<file path="src/rtl/dma_burst_sequencer_if.sv">
// Descriptor, burst-request and completion signals of dma_burst_sequencer.
// The sequencer connects through the slave modport; its environment uses master.
interface dma_burst_sequencer_if #(
  parameter int unsigned NUM_CH = 2,
  parameter int unsigned SRC_W  = 32,
  parameter int unsigned DST_W  = 18,
  parameter int unsigned LEN_W  = 16
);
  localparam int unsigned CH_W = (NUM_CH > 1) ? $clog2(NUM_CH) : 1;

  logic [NUM_CH-1:0]       desc_valid;
  logic [NUM_CH-1:0]       desc_ready;
  logic [NUM_CH*SRC_W-1:0] desc_src;
  logic [NUM_CH*DST_W-1:0] desc_dst;
  logic [NUM_CH*LEN_W-1:0] desc_len;
  logic                    req_valid;
  logic                    req_ready;
  logic [SRC_W-1:0]        req_src;
  logic [DST_W-1:0]        req_dst;
  logic [8:0]              req_len;
  logic [CH_W-1:0]         req_ch;
  logic                    burst_done;
  logic                    cmpl_valid;
  logic [CH_W-1:0]         cmpl_ch;
  logic                    busy;

  modport master (
    output desc_valid, desc_src, desc_dst, desc_len, req_ready, burst_done,
    input  desc_ready, req_valid, req_src, req_dst, req_len, req_ch,
           cmpl_valid, cmpl_ch, busy
  );

  modport slave (
    input  desc_valid, desc_src, desc_dst, desc_len, req_ready, burst_done,
    output desc_ready, req_valid, req_src, req_dst, req_len, req_ch,
           cmpl_valid, cmpl_ch, busy
  );
endinterface

</file>
<file path="src/rtl/dma_burst_sequencer.sv">
// Round-robin descriptor arbiter that splits each descriptor into bursts of at most MAX_BURST words.
// Define DMA_BOUNDARY_SPLIT_EN to also stop bursts at 4 KiB source boundaries.
module dma_burst_sequencer #(
  parameter int unsigned NUM_CH    = 2,
  parameter int unsigned SRC_W     = 32,
  parameter int unsigned DST_W     = 18,
  parameter int unsigned LEN_W     = 16,
  parameter int unsigned MAX_BURST = 64
) (
  input logic                 clk,
  input logic                 rst,
  dma_burst_sequencer_if.slave dma
);
  localparam int unsigned CH_W = (NUM_CH > 1) ? $clog2(NUM_CH) : 1;
  localparam int unsigned BL_W = 9;
  localparam int unsigned CW   = (LEN_W > 12) ? LEN_W : 12;

  typedef enum logic [2:0] {IDLE, ARB, SPLIT, ISSUE, WAIT_DONE, CMPL} state_e;

  state_e            state_q, state_d;
  logic [CH_W-1:0]   rr_q, rr_d;
  logic [CH_W-1:0]   grant_q, grant_d;
  logic [NUM_CH-1:0] desc_ready_q, desc_ready_d;
  logic [SRC_W-1:0]  src_q, src_d;
  logic [DST_W-1:0]  dst_q, dst_d;
  logic [LEN_W-1:0]  remain_q, remain_d;
  logic [BL_W-1:0]   req_len_q, req_len_d;
  logic              req_valid_q, req_valid_d;
  logic              cmpl_valid_q, cmpl_valid_d;
  logic [CH_W-1:0]   cmpl_ch_q, cmpl_ch_d;
  logic              busy_q, busy_d;

  logic              arb_any_c;
  logic [CH_W-1:0]   arb_grant_c;
  logic              sel_valid_c;
  logic [SRC_W-1:0]  sel_src_c;
  logic [DST_W-1:0]  sel_dst_c;
  logic [LEN_W-1:0]  sel_len_c;
  logic [BL_W-1:0]   blen_c;

  // Round-robin pick: lowest valid channel at or above rr_q, else lowest valid overall.
  always_comb begin
    logic            lo_f, hi_f;
    logic [CH_W-1:0] lo, hi;
    lo_f = 1'b0;
    hi_f = 1'b0;
    lo   = '0;
    hi   = '0;
    for (int unsigned i = 0; i < NUM_CH; i++) begin
      if (dma.desc_valid[i]) begin
        if (!lo_f) begin
          lo   = CH_W'(i);
          lo_f = 1'b1;
        end
        if (!hi_f && (i >= 32'(rr_q))) begin
          hi   = CH_W'(i);
          hi_f = 1'b1;
        end
      end
    end
    arb_any_c   = lo_f;
    arb_grant_c = hi_f ? hi : lo;
  end

  // Descriptor slice of the granted channel.
  always_comb begin
    sel_valid_c = 1'b0;
    sel_src_c   = '0;
    sel_dst_c   = '0;
    sel_len_c   = '0;
    for (int unsigned i = 0; i < NUM_CH; i++) begin
      if (CH_W'(i) == grant_q) begin
        sel_valid_c = dma.desc_valid[i];
        sel_src_c   = dma.desc_src[i*SRC_W +: SRC_W];
        sel_dst_c   = dma.desc_dst[i*DST_W +: DST_W];
        sel_len_c   = dma.desc_len[i*LEN_W +: LEN_W];
      end
    end
  end

  // Next burst length from the remaining words and the active limits.
  always_comb begin
    logic [CW-1:0] blen_w;
`ifdef DMA_BOUNDARY_SPLIT_EN
    logic [CW-1:0] bnd_w;
`endif
    blen_w = CW'(MAX_BURST);
    if (CW'(remain_q) < blen_w) blen_w = CW'(remain_q);
`ifdef DMA_BOUNDARY_SPLIT_EN
    bnd_w = CW'(11'd1024 - 11'(src_q[11:2]));
    if (bnd_w < blen_w) blen_w = bnd_w;
`endif
    blen_c = BL_W'(blen_w);
  end

  always_comb begin
    state_d      = state_q;
    rr_d         = rr_q;
    grant_d      = grant_q;
    desc_ready_d = '0;
    src_d        = src_q;
    dst_d        = dst_q;
    remain_d     = remain_q;
    req_len_d    = req_len_q;
    req_valid_d  = 1'b0;
    cmpl_valid_d = 1'b0;
    cmpl_ch_d    = cmpl_ch_q;
    busy_d       = 1'b0;

    case (state_q)
      IDLE:  state_d = arb_any_c ? ARB : IDLE;
      ARB: begin
        // A descriptor withdrawn during its ready cycle is not taken.
        if (sel_valid_c) begin
          src_d    = sel_src_c;
          dst_d    = sel_dst_c;
          remain_d = sel_len_c;
          state_d  = (sel_len_c == '0) ? CMPL : SPLIT;
        end else begin
          state_d = IDLE;
        end
      end
      SPLIT: begin
        req_len_d = blen_c;
        state_d   = ISSUE;
      end
      ISSUE: begin
        if (req_valid_q && dma.req_ready) begin
          remain_d = remain_q - LEN_W'(req_len_q);
          state_d  = WAIT_DONE;
        end
      end
      WAIT_DONE: begin
        if (dma.burst_done) begin
          src_d   = src_q + SRC_W'({req_len_q, 2'b00});
          dst_d   = dst_q + DST_W'({req_len_q, 2'b00});
          state_d = (remain_q != '0) ? SPLIT : CMPL;
        end
      end
      CMPL:    state_d = arb_any_c ? ARB : IDLE;
      default: state_d = IDLE;
    endcase

    // Grant is decided on entry to ARB so desc_ready is registered.
    if (state_d == ARB) begin
      grant_d      = arb_grant_c;
      rr_d         = (arb_grant_c == CH_W'(NUM_CH - 1)) ? '0 : arb_grant_c + CH_W'(1);
      desc_ready_d = NUM_CH'(1) << arb_grant_c;
    end
    req_valid_d  = (state_d == ISSUE);
    cmpl_valid_d = (state_d == CMPL);
    if (state_d == CMPL) cmpl_ch_d = grant_q;
    busy_d       = (state_d != IDLE);
  end

  always_ff @(posedge clk or posedge rst) begin
    if (rst) begin
      state_q      <= IDLE;
      rr_q         <= '0;
      grant_q      <= '0;
      desc_ready_q <= '0;
      src_q        <= '0;
      dst_q        <= '0;
      remain_q     <= '0;
      req_len_q    <= '0;
      req_valid_q  <= 1'b0;
      cmpl_valid_q <= 1'b0;
      cmpl_ch_q    <= '0;
      busy_q       <= 1'b0;
    end else begin
      state_q      <= state_d;
      rr_q         <= rr_d;
      grant_q      <= grant_d;
      desc_ready_q <= desc_ready_d;
      src_q        <= src_d;
      dst_q        <= dst_d;
      remain_q     <= remain_d;
      req_len_q    <= req_len_d;
      req_valid_q  <= req_valid_d;
      cmpl_valid_q <= cmpl_valid_d;
      cmpl_ch_q    <= cmpl_ch_d;
      busy_q       <= busy_d;
    end
  end

  assign dma.desc_ready = desc_ready_q;
  assign dma.req_valid  = req_valid_q;
  assign dma.req_src    = src_q;
  assign dma.req_dst    = dst_q;
  assign dma.req_len    = req_len_q;
  assign dma.req_ch     = grant_q;
  assign dma.cmpl_valid = cmpl_valid_q;
  assign dma.cmpl_ch    = cmpl_ch_q;
  assign dma.busy       = busy_q;
endmodule

</file>
<file path="src/flat_wrapper.sv">
// flat-port wrapper written by rule: the top's interface ports become plain ports
module dma_burst_sequencer_flat 
#(
  parameter int unsigned NUM_CH    = 2,
  parameter int unsigned SRC_W     = 32,
  parameter int unsigned DST_W     = 18,
  parameter int unsigned LEN_W     = 16,
  parameter int unsigned MAX_BURST = 64
)
  (clk, rst, dma_desc_valid, dma_desc_src, dma_desc_dst, dma_desc_len, dma_req_ready, dma_burst_done, dma_desc_ready, dma_req_valid, dma_req_src, dma_req_dst, dma_req_len, dma_req_ch, dma_cmpl_valid, dma_cmpl_ch, dma_busy);
  dma_burst_sequencer_if #(.NUM_CH(NUM_CH), .SRC_W(SRC_W), .DST_W(DST_W), .LEN_W(LEN_W)) dma_i ();
  input logic clk;
  input logic rst;
  input wire logic [$bits(dma_i.desc_valid)-1:0] dma_desc_valid;
  input wire logic [$bits(dma_i.desc_src)-1:0] dma_desc_src;
  input wire logic [$bits(dma_i.desc_dst)-1:0] dma_desc_dst;
  input wire logic [$bits(dma_i.desc_len)-1:0] dma_desc_len;
  input wire logic [$bits(dma_i.req_ready)-1:0] dma_req_ready;
  input wire logic [$bits(dma_i.burst_done)-1:0] dma_burst_done;
  output wire logic [$bits(dma_i.desc_ready)-1:0] dma_desc_ready;
  output wire logic [$bits(dma_i.req_valid)-1:0] dma_req_valid;
  output wire logic [$bits(dma_i.req_src)-1:0] dma_req_src;
  output wire logic [$bits(dma_i.req_dst)-1:0] dma_req_dst;
  output wire logic [$bits(dma_i.req_len)-1:0] dma_req_len;
  output wire logic [$bits(dma_i.req_ch)-1:0] dma_req_ch;
  output wire logic [$bits(dma_i.cmpl_valid)-1:0] dma_cmpl_valid;
  output wire logic [$bits(dma_i.cmpl_ch)-1:0] dma_cmpl_ch;
  output wire logic [$bits(dma_i.busy)-1:0] dma_busy;
  assign dma_i.desc_valid = dma_desc_valid;
  assign dma_i.desc_src = dma_desc_src;
  assign dma_i.desc_dst = dma_desc_dst;
  assign dma_i.desc_len = dma_desc_len;
  assign dma_i.req_ready = dma_req_ready;
  assign dma_i.burst_done = dma_burst_done;
  assign dma_desc_ready = dma_i.desc_ready;
  assign dma_req_valid = dma_i.req_valid;
  assign dma_req_src = dma_i.req_src;
  assign dma_req_dst = dma_i.req_dst;
  assign dma_req_len = dma_i.req_len;
  assign dma_req_ch = dma_i.req_ch;
  assign dma_cmpl_valid = dma_i.cmpl_valid;
  assign dma_cmpl_ch = dma_i.cmpl_ch;
  assign dma_busy = dma_i.busy;
  dma_burst_sequencer #(.NUM_CH(NUM_CH), .SRC_W(SRC_W), .DST_W(DST_W), .LEN_W(LEN_W), .MAX_BURST(MAX_BURST)) u_core (.clk(clk), .rst(rst), .dma(dma_i));
endmodule
</file>
<file path="config.mk">
export PLATFORM = sky130hd
export DESIGN_NAME = dma_burst_sequencer_flat
export DESIGN_NICKNAME = d
export VERILOG_FILES = /design/src/rtl/dma_burst_sequencer_if.sv /design/src/rtl/dma_burst_sequencer.sv /design/src/flat_wrapper.sv
export SDC_FILE = /design/constraint.sdc
export NUM_CORES = 1
export LEC_CHECK = 0
export CORE_MARGIN = 3
export CORE_UTILIZATION = 43
export DETAILED_ROUTE_END_ITERATION = 8
export GPL_TIMING_DRIVEN = 1
export HOLD_SLACK_MARGIN = 0.12
export MAX_ROUTING_LAYER = met4
export PLACE_DENSITY = 0.78
export SLEW_MARGIN = 20
export SYNTH_ARGS = -nofsm -noshare
export SYNTH_HDL_FRONTEND = slang
export SYNTH_SLANG_ARGS = --single-unit
</file>
<file path="constraint.sdc">
create_clock -name clk -period 2.6 [get_ports clk]
set_clock_uncertainty 0.2 [all_clocks]
set_input_delay 0.39 -clock clk [delete_from_list [all_inputs] [get_ports clk]]
set_output_delay 0.39 -clock clk [all_outputs]
set_load 0.05 [all_outputs]
</file>
==> qor.yml <==
status: "complete, but fails checks"
violations: "setup timing"
wire_per_inst_microns: 18.48
synth_compound_area_share_pct: 24.06
fin_ws_ps: -61.63
postSynthCellCount: 725
dp_hpwl_mm: 16.10
finalCritPeriodShare_pct: 102.4
hold_viol: 0
crit_fanout: 5
path_depth: 10
die_h_microns: 127.3
yosysSeqAreaShare_pct: 34.00
design_area_sq_um: 9595
nNetsFinal: 1143
die_x_microns: 127.3
ir_drop_mv: 0.8004
slew_violations: 0
power_switching_mw: 5.333
drc: 0
max_stage_delay_ps: 440
setup.worst_path.class: "flop to flop"
wl_mm: 21.45
place_congestion: 0.9096
synth-adder-area-share_pct: 6.286
ios: 204
synth_edf_count: 0
synthTopCellsByArea: "dfrtp_1 (34%), mux2i_1 (8.4%), ha_1 (5.3%), a21oi_1 (4.3%), nor2_1 (4.2%)"
synth.mux.area_fraction_pct: 10.22
ctsRootBufferMaster: "clkbuf_16"
power_per_cell_area_nw_per_um2: 1135
cp_common_cell: "buf_4"
slew_headroom_pct: 61.52
period_needed_ps: 2662
p_leak_nw: 3.958
cts.clk_slew.worst_paths_ps: 60
power_frac_clock_pct: 11.2
holdPathStages: 2
setup_viol: 6
post_dp_cell_area_sq_um: 9049
synth_nets: 893
drive_gt1_share_pct: 16.84
vias: 6713
setup_tns_ps: -100.6
hold_class: "flop to flop"
postRouteAntennaNets: 0
rows: 43
avgViaCountPerCell: 5.782
total_power_mw: 10.89
synth-async-reset-ratio_pct: 100.0
dieArea_sq_um: 16210
crit_path_top_delay_cell: "dfrtp_2"
final_common_cell: "clkdlybuf4s50_1"
crit_arrival_ps: 2690
numCtsBuffers: 9
met1_length_mm: 9.366
max_cap_violations: 0
cts.sinks: 86
cp_cell_sequence: "buf_4 -> ha_4 -> inv_2 -> fa_2 -> nor2b_1 -> o31a_1 -> o41ai_4 -> o21ai_2 -> buf_4 -> o311a_1"
synth_top_family_by_area: "compound AO/OA/AOI/OAI gates"
p_seq_share_pct: 23.7
dr.pass1.iters: 5
swShare_pct: 48.96
grt_pass1_wl_mm: 33.73
dr.max_layer_used: "met4"
io_buffers: 203
synthXorXnorAreaFrac_pct: 2.076
synth_area_per_cell_sq_um: 8.731
met2_length_mm: 10.15
antenna_found_initial: 1
reg2reg_depth: 10
start_util_pct: 44.73
track_usage_pct: 26.56
fin_util_pct: 67.81
grt-ovfl-total: 0
worstSetupStartpointType: "flop"
synth_top_area_share_pct: 34.00
synthFlopType: "dfrtp_1"
grt_pass1_vias: 6679
ys_ff_latch: 86
synth_warnings: 0
syn_area_sq_um: 6330
drt_iter0_markers: 630
area_growth_pct: 51.59
end_kind: "flop"
worst_pin_slew_ps: 571.1
crit_family: "compound AO/OA/AOI/OAI gates"
insertion_delay_ps: 350
final_cell_mix: "clkdlybuf4s50_1 (202), dfrtp_1 (78), buf_4 (70), nor2_1 (68), mux2i_1 (53)"
yosysUniqueCellTypes: 66
cts_tree: "yes"
synth_area_leader_cell: "dfrtp_1"
rsz0062_at_grt: "true"
grt_max_degree: 87
crit_required_ps: 2630
p_comb_share_pct: 65.1
htree_levels: 3
yosys.area_share.simple_pct: 19.29
cts_buffer_depth: 2
wl_met3_mm: 1.471
fmax_ghz: 0.3757
hold_buffers: 0
internal_power_mw: 5.560
cp_num_buf_inv: 3
core_area_sq_um: 14150
-- cell usage after synthesis (10+ instances only) --
library cell  count
nor3_1           19
nor2b_1          15
dfrtp_1          86
nand3_1          22
a211oi_1         31
inv_1            21
nor2_1           70
o21a_1           11
mux2i_1          53
nor4_1           11
nand2_1          51
clkbuf_1         23
ha_1             27
nand4_1          10
a21oi_1          54
o21ai_0          48
-- path summary, 6_finish.rpt --
| path | startpoint | endpoint | slack (ps) |
|---|---|---|---|
| max reg2reg | u_core.dma.req_len[0] | u_core.dma.req_dst[12] | -60 |
| min in group asynchronous | rst | u_core.remain_q[0] | 310 |
| min reg2reg | u_core.dma.req_src[1] | u_core.dma.req_src[1] | 270 |
| min | u_core.dma.req_src[1] | u_core.dma.req_src[1] | 270 |
| max in group asynchronous | rst | u_core.dma.req_ch | 1480 |
| max | u_core.dma.req_len[0] | u_core.dma.req_dst[12] | -60 |
-- through the flow --
stage,setup slack (ps),cells,hold slack [ps]
floorplan,-169.8,725,266.7
global placement,-87.97,1132,260.6
detailed placement,-125.1,1132,271.7
CTS,4.946,1151,284.8
global route,-144.1,1161,321.2
finish,-61.63,1161,274.5
-- layer usage --
layer	track usage [%]	vias up
li1	-	3221
met1	35.21	3185
met2	41.44	266
met3	4.975	41
met4	8.265	0
met5	-	-
-- power by group through the flow --
stage	sequential (mW)	combinational (mW)	clock [mW]
floorplan	3.81	3.15	0
finish	2.58	7.09	1.22
global route	2.66	7.62	1.30
detailed placement	2.56	6.75	0
global placement	2.55	6.66	0
CTS	2.55	6.86	1.24
-- timing repair --
| item | in CTS | in global routing |
|---|---|---|
| gates resized for setup | 7 | 32 |
| pin swaps | 8 | 30 |
| endpoints found under the setup margin | 17 | 36 |
| buffers inserted | 3 | 9 |
-- worst min-delay path, delay by kind of cell (launching register included) --
| family | cells | cell delay, ps |
|---|---|---|
| DFF | 1 | 340 |
| AOI/OAI and AO/OA | 1 | 60 |
| and+or+nand+nor | 1 | 40 |
-- final cells by class --
type / count / area (sq um)
fillers: 1137 / 4554
multi-input cells: 578 / 4182
repair buffers: 279 / 2661
flip-flops and latches: 86 / 2167
clock buffers: 15 / 267.8
well taps: 180 / 225.2
inverters: 21 / 85.08
clock inverters: 1 / 5.005
diodes: 1 / 2.502
-- flip-flops by register name, indices dropped and copies added, names as in the netlist --
signal                 cells
u_core.dma.req_dst        18
u_core.dma.cmpl_valid      1
u_core.dma.req_len         9
u_core.dma.req_ch          1
u_core.dma.desc_ready      2
u_core.remain_q           16
u_core.dma.cmpl_ch         1
u_core.dma.busy            1
u_core.state_q             3
u_core.dma.req_src        32
u_core.dma.req_valid       1
u_core.rr_q                1
-- logic make-up after synthesis --
family / after synthesis
fa+ha+maj: 30
compound gates: 229
mux: 63
buf+inv: 61
simple gates: 241
xor+xnor: 15
flops: 86
Power figures use the tool's default switching activity.
